[src/rtl/bank_byte_reader.sv]
// rtl/bank_byte_reader.sv - turns random-access reads of the four-bank byte mux into a handshaked byte burst
//
// Ports:
//   wb_clk_i, wb_rst_i      clock, asynchronous active-high reset
//   start, start_addr,      burst request (accepted only when idle), first byte
//   length                  address {bank, byte}, and byte count
//   abort                   cancels the current burst (no done pulse)
//   mux_data                combinational data_out of the bank mux
//   bank_sel, byte_sel      registered selects driven into the bank mux
//   byte_out, byte_valid,   captured byte stream toward the consumer
//   byte_ready
//   busy, done              not idle / one-cycle pulse at normal completion
module bank_byte_reader #(
  parameter int LEN_W = 5
) (
  input  logic             wb_clk_i,
  input  logic             wb_rst_i,
  input  logic             start,
  input  logic [3:0]       start_addr,
  input  logic [LEN_W-1:0] length,
  input  logic             abort,
  input  logic [7:0]       mux_data,
  output logic [1:0]       bank_sel,
  output logic [1:0]       byte_sel,
  output logic [7:0]       byte_out,
  output logic             byte_valid,
  input  logic             byte_ready,
  output logic             busy,
  output logic             done
);

  typedef enum logic [1:0] {
    S_IDLE,
    S_LOAD,
    S_OUT,
    S_DONE
  } state_t;

  state_t           state_q, state_d;
  logic [3:0]       addr_q, addr_d;
  logic [LEN_W-1:0] rem_q, rem_d;
  logic [7:0]       byte_q, byte_d;
  logic             valid_q, valid_d;

  always_ff @(posedge wb_clk_i or posedge wb_rst_i) begin
    if (wb_rst_i) begin
      state_q <= S_IDLE;
      addr_q  <= 4'd0;
      rem_q   <= '0;
      byte_q  <= 8'h00;
      valid_q <= 1'b0;
    end else begin
      state_q <= state_d;
      addr_q  <= addr_d;
      rem_q   <= rem_d;
      byte_q  <= byte_d;
      valid_q <= valid_d;
    end
  end

  always_comb begin
    state_d = state_q;
    addr_d  = addr_q;
    rem_d   = rem_q;
    byte_d  = byte_q;
    valid_d = valid_q;

    case (state_q)
      S_IDLE: begin
        if (start) begin
          if (length != '0) begin
            addr_d  = start_addr;
            rem_d   = length;
            state_d = S_LOAD;
          end else begin
            state_d = S_DONE;
          end
        end
      end

      // Selects were registered on the previous edge, so mux_data has settled.
      S_LOAD: begin
        if (abort) begin
          state_d = S_IDLE;
        end else begin
          byte_d  = mux_data;
          valid_d = 1'b1;
          state_d = S_OUT;
        end
      end

      // Abort wins over a simultaneous handshake; byte_out and selects are left alone.
      S_OUT: begin
        if (abort) begin
          valid_d = 1'b0;
          state_d = S_IDLE;
        end else if (byte_ready) begin
          valid_d = 1'b0;
          addr_d  = addr_q + 4'd1;  // wraps 15 -> 0
          rem_d   = rem_q - 1'b1;
          state_d = (rem_q == LEN_W'(1)) ? S_DONE : S_LOAD;
        end
      end

      S_DONE: begin
        state_d = S_IDLE;
      end

      default: begin
        state_d = S_IDLE;
        valid_d = 1'b0;
      end
    endcase
  end

  assign bank_sel   = addr_q[3:2];
  assign byte_sel   = addr_q[1:0];
  assign byte_out   = byte_q;
  assign byte_valid = valid_q;
  assign busy       = (state_q != S_IDLE);
  assign done       = (state_q == S_DONE);

endmodule

[config.mk]
export PLATFORM = sky130hd
export DESIGN_NAME = bank_byte_reader
export DESIGN_NICKNAME = d
export VERILOG_FILES = /design/src/rtl/bank_byte_reader.sv
export SDC_FILE = /design/constraint.sdc
export NUM_CORES = 1
export LEC_CHECK = 0
export ABC_AREA = 1
export CAP_MARGIN = 10
export CORE_MARGIN = 2
export CORE_UTILIZATION = 40
export DETAILED_ROUTE_END_ITERATION = 8
export GPL_TIMING_DRIVEN = 0
export PLACE_DENSITY = 0.74
export RECOVER_POWER = 50
export SYNTH_ARGS = -nofsm -noshare
export SYNTH_HDL_FRONTEND = slang
export SYNTH_SLANG_ARGS = --single-unit
[constraint.sdc]
create_clock -name wb_clk_i -period 1.22 [get_ports wb_clk_i]
set_clock_uncertainty 0.15 [all_clocks]
set_input_delay 0.244 -clock wb_clk_i [delete_from_list [all_inputs] [get_ports wb_clk_i]]
set_output_delay 0.244 -clock wb_clk_i [all_outputs]
set_load 0.02 [all_outputs]
* Word-level counts from Yosys, hierarchy flattened
Index checks and enable logic that the tools add are counted.
** Cells by class
- Add/subtract/negate cells :: 2
- Equality and inequality tests :: 10
- Multiplexer cells :: 21
- Bitwise gates (word level) :: 1
- Reductions and logical operators :: 9
** Operator list (count)
- 2-to-1 mux 5 bit :: 4
- 2-to-1 mux 4 bit :: 4
- 2-to-1 mux 2 bit :: 6
- inequality test 2 bit (second input constant) :: 5
- case mux 5 bit (2 select lines) :: 1
- case mux 2 bit (4 select lines) :: 1
- case mux 4 bit (2 select lines) :: 1
- nonzero test 2 bit :: 3
- == test 5 x 1 -> 1 bit (second input constant) :: 1
- AND reduction 5 bit :: 1
- nonzero test 5 bit :: 1
- subtractor 5 x 1 -> 5 bit (second input constant) :: 1
- adder 4 x 1 -> 4 bit (second input constant) :: 1
- == test 2 bit (second input constant) :: 2
- AND reduction 2 bit :: 2
- 2-to-1 mux 1 bit :: 3
- inequality test 3 bit (second input constant) :: 1
- AND reduction 3 bit :: 1
- == test 2 x 1 -> 1 bit (second input constant) :: 1
- logical NOT 2 bit :: 1
- case mux 1 bit (2 select lines) :: 1
- inverter 1 bit :: 1
** Storage, ports and cells
- Register bits after elaboration :: 20
- Output and inout bits :: 15

* Longest topological paths before layout
- Depth in word-level cells :: 5
- Gate-level depth with buffers :: 8
- Gate-level depth less buffers :: 8

* Least setup slack after synthesis
OpenSTA, ideal clock, no wires.
- Path kind :: flip-flop to flip-flop
- Start point :: register addr_q[0]
- End point :: register addr_q[2]
- Setup time :: 0.117 ns
- Arrival :: 1.187 ns
- Required time :: 0.953 ns
- Setup slack :: -0.234 ns
- Stages on the path, launching flop included :: 7
- Buffers on the path :: 0
- Clock period less this slack :: 1.454 ns
- Cells stage by stage :: dfrtp_1 ha_1 or2_2 nand3_1 nand2_1 nand2_1 nand2_1
** On the way
- Cells in the longest elaborated chain, start to end :: 4
** Ends and longest elaborated chain
- from (decl) :: RTL line 40 : logic [3:0] addr_q, addr_d;
- from (signal assigned) :: RTL line 54 : addr_q <= addr_d;
- adder 4 x 1 -> 4 bit :: RTL line 99 : addr_d = addr_q + 4'd1;
- 2-to-1 mux 4 bit :: RTL line 97 : end else if (byte_ready) begin
- 2-to-1 mux 4 bit :: RTL line 94 : if (abort) begin
- case mux 4 bit (2 select lines) :: RTL line 68 : case (state_q)
No other way between the ends. The select of a mux whose other input is x is not followed.
A chain may end at the register's enable or synchronous reset.

* Worst setup path after layout
- Start point :: register state_q[1]
- End point :: register byte_q[4], in the netlist byte_out[4]
** On the way
- Cells in the longest elaborated chain, start to end :: 2
** Ends and longest elaborated chain
- from (decl) :: RTL line 39 : state_t state_q, state_d;
- from (signal assigned) :: RTL line 53 : state_q <= state_d;
- == test 2 x 1 -> 1 bit :: RTL line 68
- AND reduction 2 bit (no source line)
- to (signal assigned) :: RTL line 56 : byte_q <= byte_d;
- to (decl) :: RTL line 42 : logic [7:0] byte_q, byte_d;
No other way between the ends.

==> reports/metrics.cfg <==
[pwr]
power_density_nw_per_um2=1928
p_int_mw=2.142
power.switching_mw=1.444
seq_power_share_pct=32.1
p_leak_nw=0.9329
power_frac_comb_pct=57.0
swShare_pct=40.26
peakVddDrop_v=0.001312
p_clk_share_pct=10.9

[routing]
dr_wl_met3_um=170
vias=1144
ant_nets=0
wl_met1_um=1276
drt-total-wl_um=3187
via_per_inst=5.062
wl_met2_um=1677
wire_per_inst_um=14.10
drc=0
top_layer=met4
drtIter0Drc=48
first_pass_iters=4

[clock_network]
htreeDepth=1
cts_buffers=3
clk-insertion-delay-late_ns=0.30
cts_tree=yes
cts_num_sinks=20
cts_root_buf=clkbuf_4
cts_hold_buf=0
clk_pin_slew_ns=0.12
clk_path_buf_depth=2

[global_routing]
grt_overflow_total=0
grt_max_degree=21
grt_pass1_wl_um=5202
grt_usage_pct=21.04
grt_antenna_before_repair=0
grt_pass1_vias=1183

[synth]
syn_nets=164
syn_area_sq_um=1106
ys_seq_area_share_pct=45.25
netlist_instances=139
ys_ff_latch=20
ys_types=21
yosys_warnings=0
syn_avg_cell_area_sq_um=7.957

[placed_design]
place_ws_ns=-0.4844
dpl_cell_area_sq_um=1536
place_congestion=0.7579
hpwl_um=1967
dp_cells=206
numPortBuffers=36

[critical_path]
arrival_ns=1.52
crit_path_max_fanout=9
r2r_setup_slack_ns=-0.25
crit_chain=inv_2, buf_6, nand3b_1, buf_6, mux2_2
cp_top_family=flip-flops
critical_path_class=flop to flop
crit_required_ns=1.27
crit-reg2reg-launch=state_q[1]
crit_slowest_cell=dfrtp_1
end_kind=flop
start_kind=flop
r2r_end=byte_out[4]
cp_common_cell=buf_6
ff2ff_path_depth=5
crit_buf_inv=3
cp_slowest_stage_delay_ns=0.40

[status]
violations=setup timing
status=finished with violations

[cells_and_area]
nFillCells=218
layout_common_cells=33 x nand2_1, 21 x clkdlybuf4s50_1, 19 x buf_6, 17 x dfrtp_1
num_antenna_cells=0
area_growth_pct=68.10
final_common_cell=nand2_1
fin_cells=226
final_nets=221
drive_gt1_share_pct=44.10
design_area_sq_um=1859

[floorplanning]
die_h_um=56.59
fp.coreArea_sq_um=2686
die_area_sq_um=3202
io_pins=37
std_cell_rows=19
initial_core_util_pct=41.17
dieWidth_um=56.59

[sta]
period_share_pct=120.8
final_hold_viol_count=0
fmax_mhz=678.4
rsz0062_at_grt=yes
fin_crit_ns=1.474
setup_violations=34
slew_headroom_pct=48.20
worst_slew_pin_slew_ns=0.7762
drv_slew=0
timing.final.ws_setup_ns=-0.2541

[hold_path]
hold_class=input port to async pin

[job]
cap_violations=0

## synth_stat cells (all sizes together)
| cell | instances | share of area, % |
|---|---|---|
| nand4 | 1 | 0.57 |
| ha | 3 | 3.4 |
| o21ai | 8 | 3.6 |
| or2 | 1 | 0.57 |
| mux2 | 8 | 8.1 |
| buf | 2 | 1.1 |
| inv | 17 | 6.0 |
| nor2 | 10 | 4.1 |
| a21oi | 2 | 0.91 |
| nand3 | 9 | 4.1 |
| nand3b | 1 | 0.68 |
| dfrtp | 20 | 45 |
| nor3 | 2 | 0.91 |
| nand2 | 55 | 21 |
## power groups by stage
stage	Clock [mW]	Combinational, mW	Sequential (mW)
finish	0.390	2.04	1.15
floorplan	0	0.654	1.36
CTS	0.404	1.89	1.14
global placement	0	1.47	1.13
global route	0.434	2.20	1.18
detailed placement	0	1.52	1.15
## worst max-delay path by stage
stage | from | end | slack [ns] | cells after the start
finish | state_q[1] | byte_out[4] | -0.25 | 5
global route | state_q[1] | rem_q[4] | -0.33 | 8
CTS | state_q[1] | byte_out[4] | -0.22 | 5
detailed placement | length[0] | addr_q[3] | -0.48 | 7
global placement | abort | byte_out[3] | -0.46 | 4
floorplan | addr_q[1] | addr_q[2] | -0.09 | 6
## timing repair
action	4_1_cts	5_1_grt
pin swaps	6	11
buffers inserted	14	1
setup endpoints to repair	34	34
endpoints found under the hold margin	0	0
gates cloned	1	0
gates resized for setup	109	25
## logic make-up after synthesis
group                    Yosys count  share of synthesized area [%]
AND/OR/NAND/NOR                   79                          31.56
flip-flops                        20                          45.25
buffers and inverters             19                          7.126
AO/OA/AOI/OAI                     10                          4.524
multiplexers                       8                          8.145
adder cells (fa/ha/maj)            3                          3.394
## metrics by stage
step / TNS (ns) / power [mW] / utilization, % / hold slack [ns]
floorplan: -0.9595 / 2.010 / - / 0.05769
global placement: -13.60 / 2.602 / 57.20 / 0.3123
detailed placement: -14.74 / 2.666 / 57.20 / 0.3257
CTS: -4.168 / 3.429 / 66.19 / 0.2559
global route: -6.659 / 3.813 / 69.21 / 0.2721
finish: -4.929 / 3.586 / 69.21 / 0.2244
## state kept, by name, indices dropped and copies added, names as in the netlist
register and flops:
state_q 2, byte_out 8, addr_q 4, byte_valid 1, rem_q 5
## layer usage
layer / global-route usage (%) / up-vias
met3: 4.608 / 10
met2: 37.71 / 40
met4: 7.823 / 0
met5: 0 / -
li1: - / 551
met1: 24.22 / 543
## area by class of cell
type / count / area, sq um / area share, %
multi-input combinational: 101 / 666.9 / 35.87
buffer: 2 / 22.52 / 1.211
sequential: 20 / 504.2 / 27.12
inverter: 17 / 78.83 / 4.240
tap: 31 / 38.79 / 2.086
timing repair buffer: 51 / 511.7 / 27.52
clock buffer: 4 / 36.28 / 1.952
(Power assumes the default switching activity.)
==> variant 1: new RTL, same settings <==
Reset style: synchronous (`wb_rst_i`), changed in one clocked block. Comments in the files are not updated.
--- a/src/rtl/bank_byte_reader.sv
+++ b/src/rtl/bank_byte_reader.sv
@@ -43,5 +43,5 @@
   logic             valid_q, valid_d;
 
-  always_ff @(posedge wb_clk_i or posedge wb_rst_i) begin
+  always_ff @(posedge wb_clk_i) begin
     if (wb_rst_i) begin
       state_q <= S_IDLE;
Check against the original RTL: differs if wb_rst_i is asserted again (counterexample within 4 cycles, from zero or initial values and one cycle with wb_rst_i high); with wb_rst_i held inactive, the same outputs for 10 cycles.
==> variant 1 against the original RTL <==
  * The run still ends with negative setup slack left
  * Sequential share of layout area down 4.6 points
  * Global-route usage down 1.3 points
  * Fmax up 1.4%
  * Wire length up 17%
  * Setup slack better by 0.020 ns
  * Cell area up 3.4%
  * Cell count up 14%
  * Area after synthesis down 1.7%
  * Sequential cell count unchanged
  * Critical path type unchanged
  * Critical endpoint is now rem_q[2]$_SDFFE_PP0P_
Power is not compared: it rests on default switching activity, and its combinational part moved more than twofold at a synthesized area within 25%.
==> variant 1: results (changes against the original RTL) <==
Setup path:
- The startpoint identified for the worst register-to-register timing path is state_q[1]$_SDFFE_PP0P_.
- Among all stages on the critical path, the largest delay is contributed by sky130_fd_sc_hd__dfxtp_4.
- The critical path's top delay family is simple AND/OR/NAND/NOR gates.

Run status:
- The run finished, with violations left.
- The checks that failed: negative setup slack.

Place:
- The half-perimeter wire length after placement is 2140 µm (+8.7%).
- The area of placed instances is 1540 µm² (about the same).

Power:
- Overall power consumption after layout is estimated at 1870 µW.

STA:
- The final setup violation count is 23 (-32%).
- The worst-margin pin slew came to 0.309 ns (-0.467 ns).
- The minimum setup slack in the final design is -0.234 ns (+0.0199 ns).

Global route:
- The met3 track demand over resource in global routing is 0.0558 (+0.00973).
- The number of global-route vias before repair is 1149 (-2.9%).
- The largest net degree at the start of global routing is 12 (-43%).
- The global-route wire length before repair is 5020 µm (-3.4%).
- The met1 demand-to-capacity share in global routing was 0.239 (-0.00321).

Routing:
- The met2 wire length is 1970 µm (+17%).
- The met1 routed wirelength after detailed routing was 1480 µm (+16%).
- The total wire length is 3720 µm (+17%).
- The first-pass iteration count of the detailed router came to 5 (+1).
- The met3 layer wire length in the routed design was 205 µm (+21%).

Yosys:
- The count of unique library cells instantiated by Yosys is 19 (-9.5%).
- The fraction of registers with async set or reset after synthesis is 0 (-1.00).
- The post-synthesis sequential area ratio is 0.368 (-0.0842).
- By count the netlist is led by 44 x sky130_fd_sc_hd__nand2_1, 27 x sky130_fd_sc_hd__nor2_1, 20 x sky130_fd_sc_hd__dfxtp_1.
- The net count after synthesis was 193 (+18%).

Cells and area:
- The final non-filler cell total came to 257 (+14%).
- The number of fill cells in the layout is 179 (-18%).
## variant 1: changes by cell type after synthesis, moves of 8 or more
cell and change:
sky130_fd_sc_hd__nand3_1 +9, sky130_fd_sc_hd__mux2_2 -8, sky130_fd_sc_hd__a21oi_1 +10, sky130_fd_sc_hd__dfrtp_1 -20, sky130_fd_sc_hd__nor2_1 +18, sky130_fd_sc_hd__dfxtp_1 +20
## variant 1: cell families after synthesis
kind of cell / Yosys count / share of synthesized area
adders and majority gates: 3 / 0.0345
DFF: 20 / 0.368
and+or+nand+nor: 98 / 0.398
buffers and inverters: 21 / 0.0760
AOI/OAI and AO/OA: 26 / 0.123
## variant 1: what timing repair did
action | in CTS | in global routing
pin swaps | 11 | 18
setup endpoints to repair | 35 | 35
gates resized for setup | 91 | 60
buffers inserted | 11 | 5
cloned | 1 | 2
## variant 1: worst max path at each step
stage / from / end / slack, ns
finish: state_q[1]$_SDFFE_PP0P_ / rem_q[2]$_SDFFE_PP0P_ / -0.23
global route: state_q[0]$_SDFFE_PP0P_ / rem_q[4]$_SDFFE_PP0P_ / -0.28
CTS: state_q[0]$_SDFFE_PP0P_ / busy / -0.16
detailed placement: abort / rem_q[4]$_SDFFE_PP0P_ / -0.51
global placement: abort / rem_q[4]$_SDFFE_PP0P_ / -0.48
floorplan: state_q[1]$_SDFFE_PP0P_ / addr_q[2]$_SDFFE_PP0P_ / -0.01
## variant 1: cell type report
class	count	area, µm²	area share
sequential	20	433	0.225
timing repair buffer	53	536	0.279
clock inverter	1	3.75	0.00195
multi-input combinational	129	791	0.411
buffer	3	23.8	0.0124
clock buffer	3	22.5	0.0117
inverter	18	75.1	0.0391
tap	30	37.5	0.0195
==> variant 2: new RTL, same settings <==
Without the edit above. The parameter `LEN_W` goes from 5 to 10.
--- a/src/rtl/bank_byte_reader.sv
+++ b/src/rtl/bank_byte_reader.sv
@@ -12,5 +12,5 @@
 //   busy, done              not idle / one-cycle pulse at normal completion
 module bank_byte_reader #(
-  parameter int LEN_W = 5
+  parameter int LEN_W = 10
 ) (
   input  logic             wb_clk_i,
Ports: changed (resized length); port bits go from 37 to 42. The function was not compared with the original's and may differ.
==> variant 2 against the original RTL <==
  * The flow still finishes with violations (negative setup slack)
  * Cell area rose by 22%
  * Sequential cell count increased by 5
  * Wire length up 26%
  * Combinational power rose by 68%
  * Critical endpoint is now rem_q[0]$_DFFE_PP0P_
  * Core utilization shrank 6.6 points
  * Setup slack lost 0.070 ns
  * Area after synthesis increased by 35%
  * Critical path type unchanged
  * Hold slack gained 0.12 ns
  * Power rose by 56%
==> variant 2: results (changes against the original RTL) <==
Yosys:
- The count of unique library cells instantiated by Yosys was 25 (+19%).
- The fraction of the mapped netlist area in adder cells is 0.0251 (-0.00883).
- The post-synthesis sequential area ratio is 0.418 (-0.0341).
- The fraction of synthesized area in multiplexers came to 0.0603 (-0.0212).
- The synthesized netlist cell count is 203 (+46%).
- By area the synthesized netlist is led by sky130_fd_sc_hd__dfrtp_1 42%, sky130_fd_sc_hd__nand2_1 19%, sky130_fd_sc_hd__nor2_1 8.8%.

Power:
- The leakage power summed over all cells was 0.00111 µW (+19%).
- The maximum vdd drop came to 1650 µV (+26%).

Setup path:
- The cell at the slowest stage of the critical path is sky130_fd_sc_hd__dfrtp_2.
- The register-to-register setup slack is -0.32 ns (-0.07 ns).
- The destination of the worst register-to-register timing path is rem_q[0]$_DFFE_PP0P_.
- The delay of the slowest critical-path stage is 0.46 ns (+0.06 ns).

Run status:
- The final reports fail on negative setup slack.
- The run finished, with violations left.

Place:
- The global placement routability congestion was 0.841 (+11%).
- The number of buffers added on ports is 41 (+14%).
- The half-perimeter wire length after placement came to 2620 µm (+33%).
- The pre-CTS setup slack came to -0.596 ns (-0.112 ns).

Cells and area:
- The number of fill cells in the layout is 315 (+44%).
- The share of post-route cells with drive strength above 1 was 0.328 (-0.113).
- The number of flip-flops under the largest register name is 10 (+2).
- The final non-filler cell total was 310 (+37%).

Global route:
- The largest net degree at the start of global routing is 26 (+24%).
- The number of global-route vias before repair is 1439 (+22%).
- The global-route wire length before repair is 6660 µm (+28%).
- The global-route usage over all layers was 0.201 (-0.00979).

Clock network:
- The clock latency reported for the late side of the worst-skew pair was 0.28 ns (-0.02 ns).
- The post-CTS clock slew at the launch and capture registers of the worst setup and hold paths is 0.10 ns (-0.02 ns).

STA:
- The worst-margin pin slew is 0.565 ns (-0.211 ns).
- The final setup violation count was 30 (-12%).
- The minimum setup slack in the final design came to -0.324 ns (-0.0700 ns).
- The final-layout worst hold slack is 0.348 ns (+0.123 ns).

Routing:
- The violation count after the first detailed-routing iteration is 79 (+65%).
- The mean routed wirelength per cell is 12.9 µm (-8.2%).
[variant 2: layout make-up]
class	count	area [µm²]	area share
inverter	20	86.3	0.0380
buffer	4	41.3	0.0182
sequential	25	631	0.277
tap	48	60.1	0.0264
clock inverter	1	8.76	0.00385
clock buffer	3	41.3	0.0182
timing repair buffer	55	546	0.240
multi-input combinational	154	861	0.378
[variant 2: stage by stage]
stage          TNS (ns)  instance area, µm²  power (µW)
5_1_grt           -7.78                2270        6010
4_1_cts           -5.10                2130        5090
3_5_place_dp     -24.72                1980        4330
6_report          -6.24                2270        5580
2_1_floorplan     -1.87                1510        3370
3_3_place_gp     -24.00                1980        4280
[variant 2: where the power goes]
part           switching [µW]  internal (µW)
Combinational            1820           1610
Sequential                367           1250
Clock                     301            240
[variant 2: repair_timing]
action / CTS / global route
setup endpoints to repair: 64 / 39
hold buffers: 0 / 0
cloned: 0 / 1
pin swaps: 3 / 5
setup buffers: 11 / 2
gates resized for setup: 87 / 36
[variant 2: critical path, delay by kind of cell, from the launching register on]
family                 cells  cell delay [ns]
flip-flops                 1             0.46
AND/OR/NAND/NOR            6             0.57
AO/OA/AOI/OAI              1             0.05
buffers and inverters      2             0.22
[variant 2: how the worst min path moves through the flow]
stage | from | to | cells after the start
floorplan | wb_rst_i | addr_q[2]$_DFFE_PP0P_ | 1
global placement | byte_valid$_DFFE_PP0P_ | byte_valid$_DFFE_PP0P_ | 2
detailed placement | rem_q[7]$_DFFE_PP0P_ | rem_q[7]$_DFFE_PP0P_ | 2
CTS | wb_rst_i | byte_out[7]$_DFFE_PP0P_ | 2
global route | wb_rst_i | byte_out[7]$_DFFE_PP0P_ | 2
finish | wb_rst_i | byte_out[7]$_DFFE_PP0P_ | 2
[variant 2: kinds of logic (layout without fill, tap and decap cells)]
group,Yosys count,after routing
xor gates and xnor gates,1,1
and+or+nand+nor,126,126
DFF,25,25
buffers and inverters,24,83
adders and majority gates,3,3
AOI/OAI and AO/OA,16,16
muxes,8,8
[variant 2: metal layers]
layer  global-route usage  vias to the layer above  wire length, µm
met2                0.341                       44             2010
met3               0.0342                        8              219
met1                0.274                      686             1680
met4               0.0313                        0               97
met5                    0                        -                0
li1                     -                      750                -
